### src/rtl/fifo_access_arbiter.sv
// fifo_access_arbiter: round-robin scheduler that lets NREQ button-driven
// requesters share one FIFO, one write/read operation per button press.
module fifo_access_arbiter #(
    parameter int NREQ  = 4,
    parameter int WIDTH = 8
) (
    input  logic                      clock,
    input  logic                      reset_n,
    input  logic [NREQ-1:0]           req,
    input  logic [NREQ-1:0]           req_wr,
    input  logic [NREQ*WIDTH-1:0]     wdata,
    input  logic                      full,
    input  logic                      empty,
    output logic                      wen,
    output logic                      ren,
    output logic [WIDTH-1:0]          fifo_din,
    output logic [$clog2(NREQ)-1:0]   grant_id,
    output logic [NREQ-1:0]           done,
    output logic [NREQ-1:0]           reject,
    output logic                      busy
);

    localparam int IW = $clog2(NREQ);

    typedef enum logic [1:0] {
        IDLE,
        WRITE,
        READ,
        REJECT
    } state_t;

    state_t           state;
    state_t           state_nxt;
    logic [IW-1:0]    grant_nxt;
    logic [IW-1:0]    last_grant;
    logic [IW-1:0]    win;
    logic             win_found;
    logic [NREQ-1:0]  sync1;
    logic [NREQ-1:0]  sync2;
    logic [NREQ-1:0]  sync3;
    logic [NREQ-1:0]  rise;
    logic [NREQ-1:0]  pending;
    logic [NREQ-1:0]  clr;
    logic [NREQ-1:0]  set_v;
    logic [NREQ-1:0]  dir;
    logic [WIDTH-1:0] data [NREQ];

    // Two-flop synchronizer plus one history flop for rising-edge detection.
    always_ff @(posedge clock or negedge reset_n) begin
        if (!reset_n) begin
            sync1 <= '0;
            sync2 <= '0;
            sync3 <= '0;
        end else begin
            sync1 <= req;
            sync2 <= sync1;
            sync3 <= sync2;
        end
    end

    assign rise = sync2 & ~sync3;

    // Leaving an action state releases the requester that was serviced.
    always_comb begin
        clr = '0;
        if (state != IDLE) begin
            clr[grant_id] = 1'b1;
        end
    end

    // An edge is taken only if nothing is outstanding for that requester,
    // or its outstanding request is retiring on this very edge.
    assign set_v = rise & (~pending | clr);

    // Request capture: pending flag, direction and write data per requester.
    always_ff @(posedge clock or negedge reset_n) begin
        if (!reset_n) begin
            pending <= '0;
            dir     <= '0;
            for (int i = 0; i < NREQ; i++) begin
                data[i] <= '0;
            end
        end else begin
            pending <= (pending & ~clr) | set_v;
            for (int i = 0; i < NREQ; i++) begin
                if (set_v[i]) begin
                    dir[i]  <= req_wr[i];
                    data[i] <= wdata[i*WIDTH +: WIDTH];
                end
            end
        end
    end

    // Round-robin search starting just after the last serviced requester.
    always_comb begin
        int idx;
        idx       = 0;
        win_found = 1'b0;
        win       = '0;
        for (int k = 1; k <= NREQ; k++) begin
            idx = (int'(last_grant) + k) % NREQ;
            if (!win_found && pending[IW'(idx)]) begin
                win_found = 1'b1;
                win       = IW'(idx);
            end
        end
    end

    // State, grant and round-robin pointer registers.
    always_ff @(posedge clock or negedge reset_n) begin
        if (!reset_n) begin
            state      <= IDLE;
            grant_id   <= '0;
            last_grant <= IW'(NREQ - 1);
        end else begin
            state    <= state_nxt;
            grant_id <= grant_nxt;
            if (state != IDLE) begin
                last_grant <= grant_id;
            end
        end
    end

    // Next state: IDLE picks a winner and checks full/empty once;
    // every action state lasts a single cycle.
    always_comb begin
        state_nxt = state;
        grant_nxt = grant_id;
        case (state)
            IDLE: begin
                if (|pending) begin
                    grant_nxt = win;
                    if (dir[win]) begin
                        state_nxt = full ? REJECT : WRITE;
                    end else begin
                        state_nxt = empty ? REJECT : READ;
                    end
                end
            end
            default: state_nxt = IDLE;
        endcase
    end

    // Moore outputs decoded from the registered state and grant_id.
    always_comb begin
        wen      = 1'b0;
        ren      = 1'b0;
        fifo_din = '0;
        done     = '0;
        reject   = '0;
        busy     = (state != IDLE);
        case (state)
            WRITE: begin
                wen            = 1'b1;
                fifo_din       = data[grant_id];
                done[grant_id] = 1'b1;
            end
            READ: begin
                ren            = 1'b1;
                done[grant_id] = 1'b1;
            end
            REJECT: begin
                reject[grant_id] = 1'b1;
            end
            default: begin
            end
        endcase
    end

endmodule

### config.mk
export PLATFORM = sky130hd
export DESIGN_NAME = fifo_access_arbiter
export DESIGN_NICKNAME = d
export VERILOG_FILES = /design/src/rtl/fifo_access_arbiter.sv
export SDC_FILE = /design/constraint.sdc
export NUM_CORES = 1
export LEC_CHECK = 0
export ABC_AREA = 1
export BUFFER_PORTS_ARGS = -buffer_cell sky130_fd_sc_hd__buf_2
export CAP_MARGIN = 25
export CORE_MARGIN = 2
export CORE_UTILIZATION = 55
export CTS_BUF_LIST = sky130_fd_sc_hd__clkbuf_2 sky130_fd_sc_hd__clkbuf_4 sky130_fd_sc_hd__clkbuf_8
export CTS_CLUSTER_DIAMETER = 200
export DETAILED_ROUTE_END_ITERATION = 10
export GPL_TIMING_DRIVEN = 1
export PLACE_DENSITY = 0.81
export SLEW_MARGIN = 20
export SYNTH_ARGS = -nofsm -noshare
export SYNTH_HDL_FRONTEND = slang
export SYNTH_SLANG_ARGS = --single-unit
### constraint.sdc
create_clock -name clock -period 2.3 [get_ports clock]
set_clock_uncertainty 0.1 [all_clocks]
set_input_delay 0.23 -clock clock [delete_from_list [all_inputs] [get_ports clock]]
set_output_delay 0.23 -clock clock [all_outputs]
set_load 0.05 [all_outputs]
==> impl_metrics.yaml, run 1 <==
global_routing:
  grt.total_usage: 0.254
  grt_overflow: 0
  grt_pass1_vias: 2172
  grt_pass1_wl_mm: 10.3
  antenna_found_initial: 0
  grt_max_degree: 32
critical_path:
  path_buf_inv: 2
  crit_required_ps: 1970
  cp_cell_sequence: "buf_4 -> nand3_1 -> a31oi_4 -> buf_2"
  end_kind: "output pin"
  worstSetupPathType: "reg2out"
  critPathMaxStageDelay_ps: 630
  critPathMaxFanout: 12
  cp.arrival_ps: 1860
  path_delay_family: "flip-flops"
  cp_slowest_cell: "dfrtp_1"
  cp-start-kind: "flop"
synth:
  synthSimpleGateAreaFrac: 0.205
  synth_area_leader_cell: "dfrtp_1"
  synth_xor_area_frac: 0
  synth.most_common_cell: "dfrtp_1"
  synth_warnings: 0
  synthAdderAreaFrac: 0.0180
  synth_edf_count: 0
  synthCells: 262
  synth_area_per_cell_um2: 10.6
  synth_top_family_by_area: "simple AND/OR/NAND/NOR gates"
  synth_seq_area_share: 0.524
  syn_area_mm2: 0.00277
  synth-compound-area-share: 0.0654
  synth_commonest_cells: "56 x dfrtp_1, 38 x nand2_1, 25 x nand3_1, 18 x mux2_1, 18 x mux2_2"
  ys_seq_elements: 58
  synthFlopType: "dfrtp_1"
  synth_area_leaders: "dfrtp_1 51%, mux2_1 7.3%, mux2_2 7.3%, nand2_1 5.1%, nand3_1 4.5%"
  synthMuxAreaShare: 0.146
  synth_nets: 310
  synthDistinctLibCells: 29
  synthArstFlopShare: 1.00
  synthDominantCellAreaShare: 0.505
sta:
  hold_viol_final: 0
  tightest_slew_ps: 652
  setup_ws_ps: 108
  setup_violations: 0
  fin_hold_ws_ps: 8.61
  slew_violations: 0
  period_minus_slack_ps: 2190
  fmax_ghz: 0.456
  post-route-period-util: 0.953
  max_slew_margin: 0.565
  setup_tns_ps: 0
  grt_setup_unrepaired: "no"
cts:
  cts_tree: "yes"
  cts_buffer_depth: 2
  root_buffer: "clkbuf_8"
  path_clk_slew_ps: 60
  cts_buffers: 9
  cts_hold_buf: 8
  clock_sinks: 58
  cts_setup_buffers: 0
  clkLatencyLatePin_ps: 330
  cts_resized: 0
  ctsHtreeMaxLevel: 3
pwr:
  p_int_mw: 3.04
  power_density_mw_per_mm2: 1620
  seq_power_share: 0.316
  p_sw_mw: 2.78
  pwr-share-comb: 0.519
  swShare: 0.478
  power.leakage_nw: 1.70
  vdd_drop_max_mv: 0.871
  p_clk_frac: 0.165
routing:
  wl_met3_um: 330
  vias: 2230
  drc: 0
  ant_nets: 0
  highest_layer: "met4"
  met1Wirelength_mm: 2.70
  drt_iter0_markers: 146
  drtPass1Iterations: 4
  routed_via_density: 5.33
  routed_wl_mm: 6.46
  wire_per_inst_um: 15.5
  met2_length_mm: 3.25
placement:
  gp_congestion: 0.856
  pre_cts_ws_ps: 206
  dp.cells: 393
  dpl_cell_area_mm2: 0.00329
  portBuffers: 64
  dp_hpwl_mm: 4.77
die:
  initial_core_util: 0.580
  core_mm2: 0.00479
  num_rows: 25
  dieArea_mm2: 0.00563
  die_h_um: 75.0
  die_w_um: 75.0
  io_pins: 65
cells_and_area:
  layout-drive-gt1-share: 0.410
  stdcell_count: 418
  final_nets: 394
  syn2layout_area_growth_pct: 29.3
  diodes: 0
  final_cell_area_mm2: 0.00359
min_path:
  hp-class: "in2reg"
status:
  status: "finished, final reports clean"
flow_run:
  max-cap-violations: 0
[path summary, 6_finish.rpt]
path	startpoint	to	slack, ps	depth (start not counted)
worst max-delay path	grant_id[1]	fifo_din[7]	110	4
worst min-delay path	wdata[31]	data[7]	9	2
worst max register to register	last_grant[0]	state[0]	200	15
worst min register to register	sync1[3]	sync2[3]	250	0
max in group asynchronous	reset_n	last_grant[1]	1420	3
min in group asynchronous	reset_n	data[28]	330	3
[registers in the layout, summed over array words and instances (netlist names)]
signal	cells
pending	4
last_grant	2
dir	4
sync3	4
state	2
sync2	4
grant_id	2
data	32
sync1	4
[cells in the final DEF (no fill, tap or decap), types with 6 or more instances in the layout]
master / instances
nor2_1: 15
nand3_1: 25
nand2_1: 38
nand2_2: 13
dfrtp_1: 56
buf_2: 64
inv_1: 17
a31oi_4: 6
mux2_1: 18
dlygate4sd3_1: 9
a22oi_1: 8
clkbuf_8: 11
o21ai_0: 7
mux2_2: 18
[routing by layer]
layer	GRT usage	vias up
met5	0	-
met4	0.137	0
met3	0.0602	19
met2	0.399	78
met1	0.326	1071
li1	-	1062
[stage by stage]
stage	total power, mW	utilization
floorplan	4.17	-
global placement	4.74	0.687
detailed placement	4.85	0.687
CTS	5.85	0.747
global route	6.21	0.749
finish	5.83	0.749
[cells by family after synthesis]
kind of cell / Yosys count
mux: 36
buf+inv: 27
fa+ha+maj: 4
simple gates: 108
compound gates: 29
flops: 58
[power groups by stage]
| stage | Combinational, mW | Clock (mW) | Sequential (mW) |
|---|---|---|---|
| after floorplan | 2.42 | 0 | 1.75 |
| after global placement | 2.92 | 0 | 1.82 |
| after detailed placement | 3.00 | 0 | 1.85 |
| after CTS | 3.04 | 0.977 | 1.83 |
| after global routing | 3.28 | 1.03 | 1.90 |
| final | 3.02 | 0.962 | 1.84 |
[area by class of cell]
class,instances,area (um^2)
sequential,58,1450
tap,67,83.8
multi-input combinational,177,1310
fill,326,1200
clock buffer,12,159
inverter,22,82.6
clock inverter,4,50.0
timing repair buffer,78,448
No activity file was read; power rests on OpenSTA's default activity.
==> inputs of run 2 (changes only) <==
Settings changed: CORE_UTILIZATION 55 to 30, PLACE_DENSITY 0.81 to 0.5.
==> run 2 against run 1 <==
  * First-iteration DRC count is 44% lower
  * Design area is 5.0% higher
  * Clock power rose by 8%
  * Final cell count is 13% higher
  * Setup slack improved by 37 ps
  * Global-route usage shrank 11 points
  * Sequential cell count stayed put
  * Worst hold slack better by 5.4 ps
==> impl_metrics.yaml, run 2 (synthesis gave the netlist of run 1 again) <==
critical_path:
  worstSetupPathType: "reg2out"
  end_kind: "output pin"
  cp.arrival_ps: 1830
  cp-start-kind: "flop"
  crit_required_ps: 1970
  critPathMaxFanout: 16
global_routing:
  antenna_found_initial: 0
  grt_max_degree: 34
  grt.total_usage: 0.146
  grt_pass1_wl_mm: 11.1
  grt_overflow: 0
  grt_pass1_vias: 2180
sta:
  tightest_slew_ps: 449
  setup_violations: 0
  slew_violations: 0
  fin_hold_ws_ps: 14.0
  grt_setup_unrepaired: "no"
  max_slew_margin: 0.700
  hold_viol_final: 0
  post-route-period-util: 0.937
  period_minus_slack_ps: 2160
  fmax_ghz: 0.464
pwr:
  power.leakage_nw: 1.76
  vdd_drop_max_mv: 0.768
  power_density_mw_per_mm2: 1590
routing:
  drtPass1Iterations: 6
  routed_wl_mm: 6.82
  ant_nets: 0
  wire_per_inst_um: 14.4
  drc: 0
  drt_iter0_markers: 82
  vias: 2184
  routed_via_density: 4.63
placement:
  dp_hpwl_mm: 5.25
  portBuffers: 64
  gp_congestion: 0.740
  dp.cells: 437
cts:
  path_clk_slew_ps: 60
  clkLatencyLatePin_ps: 330
  ctsHtreeMaxLevel: 3
  cts_buffers: 9
  root_buffer: "clkbuf_8"
  clock_sinks: 58
  cts_buffer_depth: 2
  cts_tree: "yes"
flow_run:
  max-cap-violations: 0
cells_and_area:
  seq_area_mm2: 0.00145
  final_common_cell: "buf_2"
  mostFrequentLayoutCells: "64 x buf_2, 56 x dfrtp_1, 38 x nand2_1"
  largest_reg_flops: 32
  multi_input_area_mm2: 0.00131
  final_nets: 404
  syn2layout_area_growth_pct: 35.7
  num-fill-cells: 940
  diodes: 0
  largest-register: "data"
  layout-drive-gt1-share: 0.410
  stdcell_count: 472
die:
  core_mm2: 0.00911
  io_pins: 65
  dieArea_mm2: 0.0100
  initial_core_util: 0.305
  die_h_um: 100
  num_rows: 35
  die_w_um: 100
status:
  status: "finished, final reports clean"
min_path:
  hp-class: "in2reg"
[run 2: cell types whose count changed in the layout (fill, tap and decap cells not counted)]
cell           previous run  this run
clkinv_2                  1         2
inv_1                    17        16
buf_12                    0         1
bufinv_16                 1         2
buf_4                     5         7
dlygate4sd3_1             9        16
clkbuf_8                 11        10
[run 2: repair_timing]
item / 4_1_cts / 5_1_grt
buffers inserted: 0 / 3
endpoints found under the hold margin: 71 / 0
gates resized for setup: 0 / 1
endpoints found under the setup margin: 0 / 6
hold buffers: 16 / 0
[run 2: final cells by class]
type | instances | share of cell area
clock buffers | 11 | 0.0386
flip-flops and latches | 58 | 0.386
multi-input cells | 177 | 0.348
well taps | 111 | 0.0369
repair buffers | 88 | 0.147
inverters | 22 | 0.0229
clock inverters | 5 | 0.0206
[run 2: metrics by stage]
step / total power, mW / cell area (um^2) / setup slack, ps / util / setup TNS [ps]
final: 6.00 / 3760 / 145 / 0.413 / 0
after global routing: 6.44 / 3760 / 40.7 / 0.413 / 0
after CTS: 5.98 / 3720 / 64.1 / 0.409 / 0
after detailed placement: 4.90 / 3340 / 167 / 0.367 / 0
after global placement: 4.87 / 3340 / 154 / 0.367 / 0
after floorplan: 4.17 / 2880 / -4.97 / - / -4.97
[run 2: worst max-delay path, cell delays in order (launching register included)]
cell	delay, ps
dfrtp_1	580
buf_4	290
nand3_1	150
a31oi_4	200
buf_2	280
[run 2: worst paths after layout]
path / cells past startpoint / slack [ps] / startpoint / end
setup / recovery: 4 / 140 / grant_id[1] / fifo_din[1]
hold / removal: 2 / 10 / wdata[29] / data[5]
setup reg to reg: 14 / 250 / last_grant[0] / state[0]
hold reg to reg: 0 / 250 / sync1[3] / sync2[3]
max in group asynchronous: 3 / 1370 / reset_n / last_grant[0]
min in group asynchronous: 2 / 110 / reset_n / data[27]
[run 2: per-layer routing]
metal	up-vias	GRT usage	wire, um	part of all wire
met5	-	0	0	0
met4	0	0.0611	145	0.021
met3	15	0.0313	271	0.040
met2	53	0.226	3290	0.48
met1	1035	0.200	3110	0.46
li1	1081	-	-	-
[run 2: power breakdown]
part           switching (mW)  internal, mW
Sequential              0.347          1.46
Combinational            2.07          1.07
Clock                   0.397         0.648
Total                    2.81          3.19
==> inputs of run 3 (changes only) <==
Settings changed: CORE_UTILIZATION 30 to 55, PLACE_DENSITY 0.5 to 0.81.
Clock period 2.3 ns to 2.4 ns, I/O delays scaled along.
==> run 3 against run 2 <==
  * Power down 11%
  * Utilization grew 31 points
  * Die area shrank 44%
  * Clock power down 16%
  * Final cell count decreased by 13%
  * First-iteration DRC count rose by 74%
  * Via count shrank 1.0%
  * Global-route usage up 9.0 points
  * Count of clock-buffer cells in the layout decreased by 1
  * Design area is 7.8% lower
==> impl_metrics.yaml, run 3 (synthesis gave the netlist of run 1 again) <==
status:
  status: "finished, final reports clean"
sta:
  tightest_slew_ps: 732
  post-route-period-util: 0.915
  grt_setup_unrepaired: "no"
  fin_hold_ws_ps: 14.2
  setup_ws_ps: 204
  period_minus_slack_ps: 2200
  fmax_ghz: 0.455
  setup_violations: 0
  max_slew_margin: 0.512
  setup_tns_ps: 0
  hold_viol_final: 0
  slew_violations: 0
flow_run:
  max-cap-violations: 0
critical_path:
  cp.arrival_ps: 1860
  crit_required_ps: 2060
  critPathMaxFanout: 9
  worstSetupPathType: "reg2out"
  end_kind: "output pin"
  cp-start-kind: "flop"
cells_and_area:
  largest-register: "data"
  final_common_cell: "buf_2"
  stdcell_count: 413
  multi_input_area_mm2: 0.00125
  layout-drive-gt1-share: 0.410
  syn2layout_area_growth_pct: 25.1
  final_core_util: 0.725
  num-fill-cells: 382
  final_nets: 390
  seq_area_mm2: 0.00145
  largest_reg_flops: 32
  final_cell_area_mm2: 0.00347
  diodes: 0
  mostFrequentLayoutCells: "64 x buf_2, 56 x dfrtp_1, 38 x nand2_1"
routing:
  wire_per_inst_um: 14.8
  vias: 2162
  routed_wl_mm: 6.13
  drc: 0
  ant_nets: 0
  routed_via_density: 5.23
  drt_iter0_markers: 143
  drtPass1Iterations: 4
placement:
  dpl_cell_area_mm2: 0.00323
  pre_cts_ws_ps: 319
  dp.cells: 393
  portBuffers: 64
  dp_hpwl_mm: 4.61
  gp_congestion: 0.822
global_routing:
  grt.total_usage: 0.236
  antenna_found_initial: 0
  grt_pass1_wl_mm: 9.45
  grt_overflow: 0
  grt_max_degree: 35
  grt_pass1_vias: 2066
pwr:
  power.leakage_nw: 1.67
  finalPower_mw: 5.36
  power_density_mw_per_mm2: 1540
  vdd_drop_max_mv: 0.793
min_path:
  hp-class: "in2reg"
cts:
  clock_sinks: 58
  clkLatencyLatePin_ps: 330
  ctsHtreeMaxLevel: 3
  cts_buffers: 9
  cts_buffer_depth: 2
  root_buffer: "clkbuf_8"
  cts_tree: "yes"
  path_clk_slew_ps: 70
die:
  io_pins: 65
  die_h_um: 75.0
  dieArea_mm2: 0.00563
  num_rows: 25
  initial_core_util: 0.580
  core_mm2: 0.00479
  die_w_um: 75.0
[run 3: cell count changes in the layout (fill, tap and decap cells not counted), moves of 2 or more]
| cell | before | now |
|---|---|---|
| a31oi_2 | 2 | 7 |
| a31oi_4 | 6 | 0 |
| dlygate4sd3_1 | 16 | 5 |
| buf_4 | 7 | 5 |
[run 3: layout make-up]
cell class              count  area share
flip-flops and latches     58       0.419
multi-input cells         177       0.360
repair buffers             74       0.118
clock buffers              10      0.0397
well taps                  67      0.0242
inverters                  22      0.0238
clock inverters             5      0.0159
[run 3: worst paths after layout]
kind	start	end	slack, ps	cells after the start
min	wdata[27]	data[3]	10	2
max reg2reg	grant_id[0]	data[24]	340	6
max in group asynchronous	reset_n	data[23]	1130	3
min reg2reg	sync1[2]	sync2[2]	250	0
max	grant_id[0]	fifo_din[4]	200	5
min in group asynchronous	reset_n	data[25]	400	2
[run 3: where the power goes]
group	switching (mW)	internal, mW
Combinational	1.80	0.931
Clock	0.376	0.497
Sequential	0.353	1.40
Total	2.53	2.83
[run 3: timing repair]
action | 4_1_cts | 5_1_grt
setup buffers | 0 | 0
hold buffers | 5 | 0
resized for setup | 0 | 0
hold endpoints to repair | 34 | 0
[run 3: routing by layer]
layer,global-route usage,routed length [um],vias up
met2,0.364,3080,68
li1,-,-,1054
met1,0.302,2630,1030
met3,0.0763,280,10
met4,0.115,138,0
met5,0,0,-
[run 3: worst max-delay path, cell delays in order, from the launching register on]
cell,delay [ps]
dfrtp_1,440
buf_4,200
nor2_4,240
a22oi_1,170
a31oi_2,180
buf_2,290
